--- config.mk ---
export PLATFORM = sky130hd
export DESIGN_NAME = serial_slice_comparator
export DESIGN_NICKNAME = d
export VERILOG_FILES = /design/src/rtl/serial_slice_comparator.sv
export SDC_FILE = /design/constraint.sdc
export NUM_CORES = 1
export LEC_CHECK = 0
export CAP_MARGIN = 40
export CORE_MARGIN = 2
export CORE_UTILIZATION = 48
export DETAILED_ROUTE_END_ITERATION = 12
export GPL_ROUTABILITY_DRIVEN = 0
export HOLD_SLACK_MARGIN = 0.05
export PLACE_DENSITY = 0.81
export RECOVER_POWER = 50
export SETUP_SLACK_MARGIN = 0.5
export SYNTH_ARGS = -nofsm -noshare
export SYNTH_HDL_FRONTEND = slang
export SYNTH_SLANG_ARGS = --single-unit
--- constraint.sdc ---
create_clock -name clk -period 3.5 [get_ports clk]
set_clock_uncertainty 0.05 [all_clocks]
set_input_delay 0.525 -clock clk [delete_from_list [all_inputs] [get_ports clk]]
set_output_delay 0.525 -clock clk [all_outputs]
set_load 0.05 [all_outputs]
--- src/rtl/serial_slice_comparator.sv ---
// serial_slice_comparator
//   Slice-serial unsigned magnitude comparator, most-significant slice first.
//   The first unequal slice pair decides the result. If every slice pair is
//   equal, the l/e/g cascade seed latched at start is passed through, so
//   results chain with wider comparisons.
//
// Optional feature macro: SERCMP_EARLY_EXIT_EN
//   Defined: the result is published as soon as a slice pair decides it
//   (state DRAIN). The remaining slices are still consumed and discarded.
//   Undefined: the result is published only after all slices are consumed.
//
// Ports
//   clk, rst_n           rising-edge clock, asynchronous active-low reset
//   start                begin a compare (honoured only in IDLE)
//   l_in, e_in, g_in     cascade seed, sampled on an accepted start
//   in_valid / in_ready  slice handshake (in_ready depends on state only)
//   p_slice, q_slice     operand slices, MSB slice first
//   out_valid/out_ready  result handshake
//   lt, et, gt           registered one-hot result (p<q, p==q, p>q)
//   busy                 high in any state but IDLE
module serial_slice_comparator #(
    parameter int unsigned SLICE_W    = 3,
    parameter int unsigned NUM_SLICES = 3
) (
    input  logic               clk,
    input  logic               rst_n,
    input  logic               start,
    input  logic               l_in,
    input  logic               e_in,
    input  logic               g_in,
    input  logic               in_valid,
    output logic               in_ready,
    input  logic [SLICE_W-1:0] p_slice,
    input  logic [SLICE_W-1:0] q_slice,
    output logic               out_valid,
    input  logic               out_ready,
    output logic               lt,
    output logic               et,
    output logic               gt,
    output logic               busy
);

    localparam int unsigned CNT_W = (NUM_SLICES > 1) ? $clog2(NUM_SLICES) : 1;
    localparam logic [CNT_W-1:0] LAST_IDX = CNT_W'(NUM_SLICES - 1);

    // Result/seed encoding is {l, e, g}.
    localparam logic [2:0] RES_LT = 3'b100;
    localparam logic [2:0] RES_EQ = 3'b010;
    localparam logic [2:0] RES_GT = 3'b001;

`ifdef SERCMP_EARLY_EXIT_EN
    typedef enum logic [1:0] {
        IDLE  = 2'd0,
        RUN   = 2'd1,
        DRAIN = 2'd2,
        DONE  = 2'd3
    } state_t;
`else
    typedef enum logic [1:0] {
        IDLE  = 2'd0,
        RUN   = 2'd1,
        DONE  = 2'd3
    } state_t;
`endif

    state_t           state_q, state_d;
    logic [CNT_W-1:0] cnt_q, cnt_d;
    logic             decided_q, decided_d;
    logic [2:0]       seed_q, seed_d;
    logic [2:0]       res_q, res_d;
    logic             out_valid_q, out_valid_d;
    logic             in_ready_q, in_ready_d;
    logic             busy_q, busy_d;
`ifdef SERCMP_EARLY_EXIT_EN
    logic             retired_q, retired_d;
    logic             drained_q, drained_d;
`endif

    logic             accept;
    logic             last_slice;
    logic             differ;
    logic [2:0]       slice_res;

    // Slice-level decision helpers.
    always_comb begin
        accept     = in_valid && in_ready_q;
        last_slice = (cnt_q == LAST_IDX);
        differ     = (p_slice != q_slice);
        slice_res  = (p_slice < q_slice) ? RES_LT : RES_GT;
    end

    // Next-state and next-output logic.
    always_comb begin
        state_d   = state_q;
        cnt_d     = cnt_q;
        decided_d = decided_q;
        seed_d    = seed_q;
        res_d     = res_q;
`ifdef SERCMP_EARLY_EXIT_EN
        retired_d = retired_q;
        drained_d = drained_q;
`endif

        case (state_q)
            IDLE: begin
                if (start) begin
                    seed_d    = {l_in, e_in, g_in};
                    cnt_d     = '0;
                    decided_d = 1'b0;
`ifdef SERCMP_EARLY_EXIT_EN
                    retired_d = 1'b0;
                    drained_d = 1'b0;
`endif
                    state_d   = RUN;
                end
            end

            RUN: begin
                if (accept) begin
                    cnt_d = cnt_q + CNT_W'(1);
                    // Only the most significant differing slice counts.
                    if (!decided_q && differ) begin
                        res_d     = slice_res;
                        decided_d = 1'b1;
                    end
                    if (last_slice) begin
                        if (!decided_q && !differ) begin
                            res_d = seed_q;
                        end
                        state_d = DONE;
                    end
`ifdef SERCMP_EARLY_EXIT_EN
                    else if (!decided_q && differ) begin
                        state_d = DRAIN;
                    end
`endif
                end
            end

`ifdef SERCMP_EARLY_EXIT_EN
            // Result already published; keep swallowing slices. Leave only
            // once both the result has retired and every slice is consumed.
            DRAIN: begin
                if (accept) begin
                    cnt_d = cnt_q + CNT_W'(1);
                    if (last_slice) begin
                        drained_d = 1'b1;
                    end
                end
                if (out_valid_q && out_ready) begin
                    retired_d = 1'b1;
                end
                if (retired_d && drained_d) begin
                    state_d = IDLE;
                end
            end
`endif

            DONE: begin
                if (out_ready) begin
                    state_d = IDLE;
                end
            end

            default: begin
                state_d = IDLE;
            end
        endcase

        out_valid_d = (state_d == DONE);
        in_ready_d  = (state_d == RUN);
`ifdef SERCMP_EARLY_EXIT_EN
        out_valid_d = out_valid_d || ((state_d == DRAIN) && !retired_d);
        in_ready_d  = in_ready_d  || ((state_d == DRAIN) && !drained_d);
`endif
        busy_d      = (state_d != IDLE);
    end

    // State and output registers.
    always_ff @(posedge clk or negedge rst_n) begin
        if (!rst_n) begin
            state_q     <= IDLE;
            cnt_q       <= '0;
            decided_q   <= 1'b0;
            seed_q      <= RES_EQ;
            res_q       <= 3'b000;
            out_valid_q <= 1'b0;
            in_ready_q  <= 1'b0;
            busy_q      <= 1'b0;
`ifdef SERCMP_EARLY_EXIT_EN
            retired_q   <= 1'b0;
            drained_q   <= 1'b0;
`endif
        end else begin
            state_q     <= state_d;
            cnt_q       <= cnt_d;
            decided_q   <= decided_d;
            seed_q      <= seed_d;
            res_q       <= res_d;
            out_valid_q <= out_valid_d;
            in_ready_q  <= in_ready_d;
            busy_q      <= busy_d;
`ifdef SERCMP_EARLY_EXIT_EN
            retired_q   <= retired_d;
            drained_q   <= drained_d;
`endif
        end
    end

    assign {lt, et, gt} = res_q;
    assign out_valid    = out_valid_q;
    assign in_ready     = in_ready_q;
    assign busy         = busy_q;

endmodule

---- Word level (Yosys, flattened, before mapping) ----
Index checks and enable logic that the tools add are counted.
operators by class
  add/subtract/negate cells ............... 1
  order comparisons ....................... 1
  equality and inequality tests ........... 9
  mux-type cells .......................... 16
  reductions and logical operators ........ 12
operators with widths
  kind                 count
  $mux 2               6
  $mux 3               4
  $eq 2x2->1 const B   3
  $ne 2x2->1 const B   3
  $pmux 2 s3           1
  $eq 2x1->1 const B   2
  $pmux 2 s2           1
  $reduce_and 2->1     2
  $reduce_and 4->1     1
  $reduce_bool 2->1    2
  $logic_and 1x1->1    3
  $lt 3x3->1           1
  $mux 1               3
  $ne 3x3->1           1
  $reduce_and 3->1     1
  $add 2x1->2 const B  1
  $logic_not 1->1      2
  $logic_not 2->1      1
  $pmux 1 s2           1
word-level totals
  register bits ........................... 14
  bits of input ports ..................... 14
  output and inout bits ................... 6
  logic and storage cells ................. 47

---- Longest topological paths before layout ----
  depth in word-level cells ............... 5
  mapped depth ............................ 6
  gate-level depth less buffers ........... 6

---- Worst setup path before layout ----
No wires, ideal clock.
  path kind ............................... input-to-reg
  from .................................... input p_slice[0]
  to ...................................... register res_q[1]
  library setup time ...................... 0.121 ns
  data arrival time ....................... 1.361 ns
  required time ........................... 3.329 ns
  path slack .............................. 1.968 ns
  cell stages on the path ................. 5
  buffers on the path ..................... 0
  cells stage by stage .................... inv_1 ha_1 and3_1 and3_1 a22o_1
between the ends
  cells in the longest elaborated chain, start to end .. 5
  elaborated cells on any way between the ends .. 7
  those cells by class .................... 1 x eq/ne; 3 x mux; 3 x reduce/logical
ends and longest elaborated chain
  element                                                      line      text
  start, declared                                              33        input logic [SLICE_W-1:0] p_slice,
  $ne 3x3->1 (*)                                               88        differ = (p_slice != q_slice);
  $logic_and 1x1->1 / $logic_not 1->1 (equally long branches)  122, 127
  $mux 3 / $logic_and 1x1->1 (equally long branches)           122, 127
  $mux 3                                                       127       if (!decided_q && !differ) begin
  $mux 3 (*)                                                   126       if (last_slice) begin
  end signal, assigned                                         199       res_q <= res_d;
  end, declared                                                70        logic [2:0] res_q, res_d;
Every way passes the cells marked *; elsewhere a longest branch is shown, timed or not.
A chain may end at the register's enable or synchronous reset.

---- Worst setup path after layout ----
  from .................................... register in_ready_q (netlist: in_ready)
  to ...................................... output in_ready
RTL lines
  element                 line  text
  start, declared         72    logic in_ready_q, in_ready_d;
  start signal, assigned  201   in_ready_q <= in_ready_d;
  end, declared           32    output logic in_ready,
No word-level cell between the ends.

==> reports/results.md <==
## Status
* run status: finished, final reports clean

## Die
* number of placement rows: 13
* full die area: 1773 um^2
* x dimension of the die: 42.11 um
* core area: 1334 um^2
* num ports: 20
* initial standard-cell utilization of the core: 52.25%
* vertical die dimension: 42.11 um

## Timing
* Tcrit/Tclk final: 58.21%
* unrepaired setup endpoints after global routing: no
* number of failing setup endpoints in the final timing report: 0
* time the worst path needs with I/O delays and setup: 2.037 ns
* slew of the pin with the lowest slew margin: 0.6086 ns
* number of pins with negative max-slew slack in the final report: 0
* maximum clock rate: 490.8 MHz
* accumulated negative setup slack: 0 ns
* setup slack after layout: 1.463 ns
* headroom to the max-slew limit: 59.30%
* count of final hold-check violations: 0

## Clock tree
* cts repair resizes: 0
* maximum clock insertion buffer count: 2
* CTS tree: yes
* clock root buffer: sky130_fd_sc_hd__clkbuf_4
* number of buffers created by CTS: 3
* TritonCTS Sinks: 14
* CTS Hold Buffers Added: 0
* maximum level of the CTS H-tree: 1
* clock latency on the worst-skew pair: 0.28 ns
* Clock Pin Slew Worst Setup and Hold Paths: 0.08 ns
* number of buffers added for setup after CTS: 0

## Placed design
* count of port buffers added during placement: 19
* Placement Cell Area: 894.6 um^2
* Setup Slack @ Placement: 1.449 ns
* hpwl dp: 1.042 mm

## Cells and area
* relative area change from synthesis to final layout: 31.42%
* Post-Route Utilization: 68.67%
* share of final-layout standard cells stronger than drive strength 1: 12.94%
* post-route cell area: 915.9 um^2
* number of nets in the final layout: 104
* filler instances: 105
* final antenna diode count: 0

## Logic synthesis
* cell area after synthesis: 696.9 um^2
* library cell with the highest instance count after synthesis: sky130_fd_sc_hd__dfrtp_1
* post-synthesis area per instance: 11.06 um^2
* fraction of synthesis flops using an asynchronous set or reset pin: 100.0%
* number of synthesized register bits: 14
* number of synthesized flops with an enable pin: 0
* predominant post-synthesis flop cell: sky130_fd_sc_hd__dfrtp_1
* portion of the post-synthesis area used by sequential elements: 50.45%
* total of warnings raised by yosys: 0
* top cell type by total area after synthesis: sky130_fd_sc_hd__dfrtp_1
* Synth Instances: 63
* leading post-synthesis cells by instance count: 13 x sky130_fd_sc_hd__dfrtp_1, 6 x sky130_fd_sc_hd__inv_1, 4 x sky130_fd_sc_hd__ha_1, 4 x sky130_fd_sc_hd__nor2_1, 4 x sky130_fd_sc_hd__o21ai_0
* Net Count, Synth: 81
* share of the synthesized area in the top cell type: 46.68%
* Cell variety after synth: 29
* Synth area leaders: sky130_fd_sc_hd__dfrtp_1 47%, sky130_fd_sc_hd__ha_1 7.2%, sky130_fd_sc_hd__dfstp_2 3.8%

## Setup path
* slowest cell on the critical path: sky130_fd_sc_hd__clkdlybuf4s50_1
* cells along the critical path: clkdlybuf4s50_1
* endpoint type of the worst setup path: primary output
* CP delay by family, top: buffers and inverters
* startpoint type of the worst setup path: flop
* type of the setup path with the least slack: flop to primary output
* combined buffer and inverter count along the critical path: 1
* Critical Path RT: 2.92 ns
* largest fanout on the critical path: 3
* flop2flop setup slack: 1.81 ns
* endpoint arrival time on the critical path: 1.46 ns
* peak per-stage delay on the critical path: 0.81 ns

## Power
* Leak: 0.0004092 uW
* Comb pwr share: 45.4%
* P_int: 434.2 uW
* largest vdd supply drop: 533.1 uV
* proportion of power drawn by the clock network: 15.4%
* switching share of power: 40.70%
* Tot Pwr: 732.2 uW
* Seq pwr share: 39.2%
* power per cell area: 799.5 nW/um^2
* net switching power: 298.0 uW

## Drt
* DR vias: 548
* number of nets still failing antenna checks after routing: 0
* DR WL/cell: 12.97 um
* final routed DRC violation total: 0
* DRC marker count from the first detailed-route iteration: 10
* first-pass iteration count of the detailed router: 4
* total length of routed wires: 1.297 mm
* mean number of vias per cell: 5.480

## GRT
* number of antenna violations at the first check in global routing: 0
* busiest layer in global routing: met2
* via count of the first global-routing pass: 500
* all-layer global routing usage: 15.95%
* total congestion overflow after global routing: 0
* met1 usage: 20.38%
* pin count of the biggest net entering global routing: 15
* met3 usage: 7.759%
* met2 usage: 25.31%
* global-route wire length before repair: 2.139 mm

## Hold path
* kind of path behind the tightest hold check: flop to flop

## Flow run
* max capacitance violation total: 0

-- registers in the layout (all words and copies together) (netlist names) --
name / cells
decided_q: 1
busy: 1
in_ready: 1
res_q: 3
state_q: 2
seed_q: 3
cnt_q: 2
out_valid: 1
-- worst paths after layout --
path,startpoint,endpoint,cells after the start
worst min register to register,cnt_q[0],cnt_q[0],1
max in group asynchronous,rst_n,cnt_q[0],1
worst min-delay path,cnt_q[0],cnt_q[0],1
min in group asynchronous,rst_n,res_q[2],1
worst max-delay path,in_ready,in_ready,1
worst max register to register,state_q[1],res_q[2],4
-- final cells by class --
type | instances | area, um^2 | area share [%]
flip-flops and latches | 14 | 351.6 | 38.39
multi-input cells | 41 | 292.8 | 31.97
repair buffers | 19 | 190.2 | 20.76
clock buffers | 4 | 36.28 | 3.962
inverters | 7 | 26.28 | 2.869
well taps | 15 | 18.77 | 2.049
-- cell families (layout without fill, tap and decap cells) --
logic type	after synthesis	in the layout	share of synthesized area [%]
compound gates	17	17	16.16
simple gates	17	17	15.98
flops	14	14	50.45
buf+inv	8	30	5.385
fa+ha+maj	4	4	7.182
mux	3	3	4.847
-- placed cells by master (no fill, tap or decap), types with 2 or more instances in the layout --
master,netlist,routed
sky130_fd_sc_hd__dfrtp_1,13,13
sky130_fd_sc_hd__mux2_1,2,2
sky130_fd_sc_hd__dlygate4sd3_1,0,2
sky130_fd_sc_hd__nand2_1,2,2
sky130_fd_sc_hd__nand3_1,2,2
sky130_fd_sc_hd__o22ai_1,3,3
sky130_fd_sc_hd__clkdlybuf4s50_1,0,17
sky130_fd_sc_hd__clkbuf_4,0,3
sky130_fd_sc_hd__a22o_1,2,2
sky130_fd_sc_hd__o21ai_0,4,4
sky130_fd_sc_hd__nor2_1,4,4
sky130_fd_sc_hd__and3_1,2,2
sky130_fd_sc_hd__a21oi_1,2,2
sky130_fd_sc_hd__inv_1,6,6
sky130_fd_sc_hd__ha_1,4,4
-- routing by layer --
metal	vias up	routed length, um
met5	-	0
met4	0	0
met3	0	78
met2	14	612
met1	263	606
li1	271	-
-- power by group through the flow --
| stage | clock network, uW | logic (uW) | registers (uW) |
|---|---|---|---|
| detailed placement | 0 | 342 | 295 |
| global route | 121 | 361 | 295 |
| floorplan | 0 | 155 | 373 |
| finish | 113 | 332 | 287 |
| CTS | 116 | 342 | 291 |
| global placement | 0 | 332 | 290 |
-- stage by stage --
stage	std cells	hold WS [ns]
5_1_grt	100	0.4605
3_5_place_dp	96	0.4126
3_3_place_gp	96	0.3960
4_1_cts	100	0.4229
2_1_floorplan	63	0.1794
6_report	100	0.4202
No activity file was read; power rests on OpenSTA's default activity.
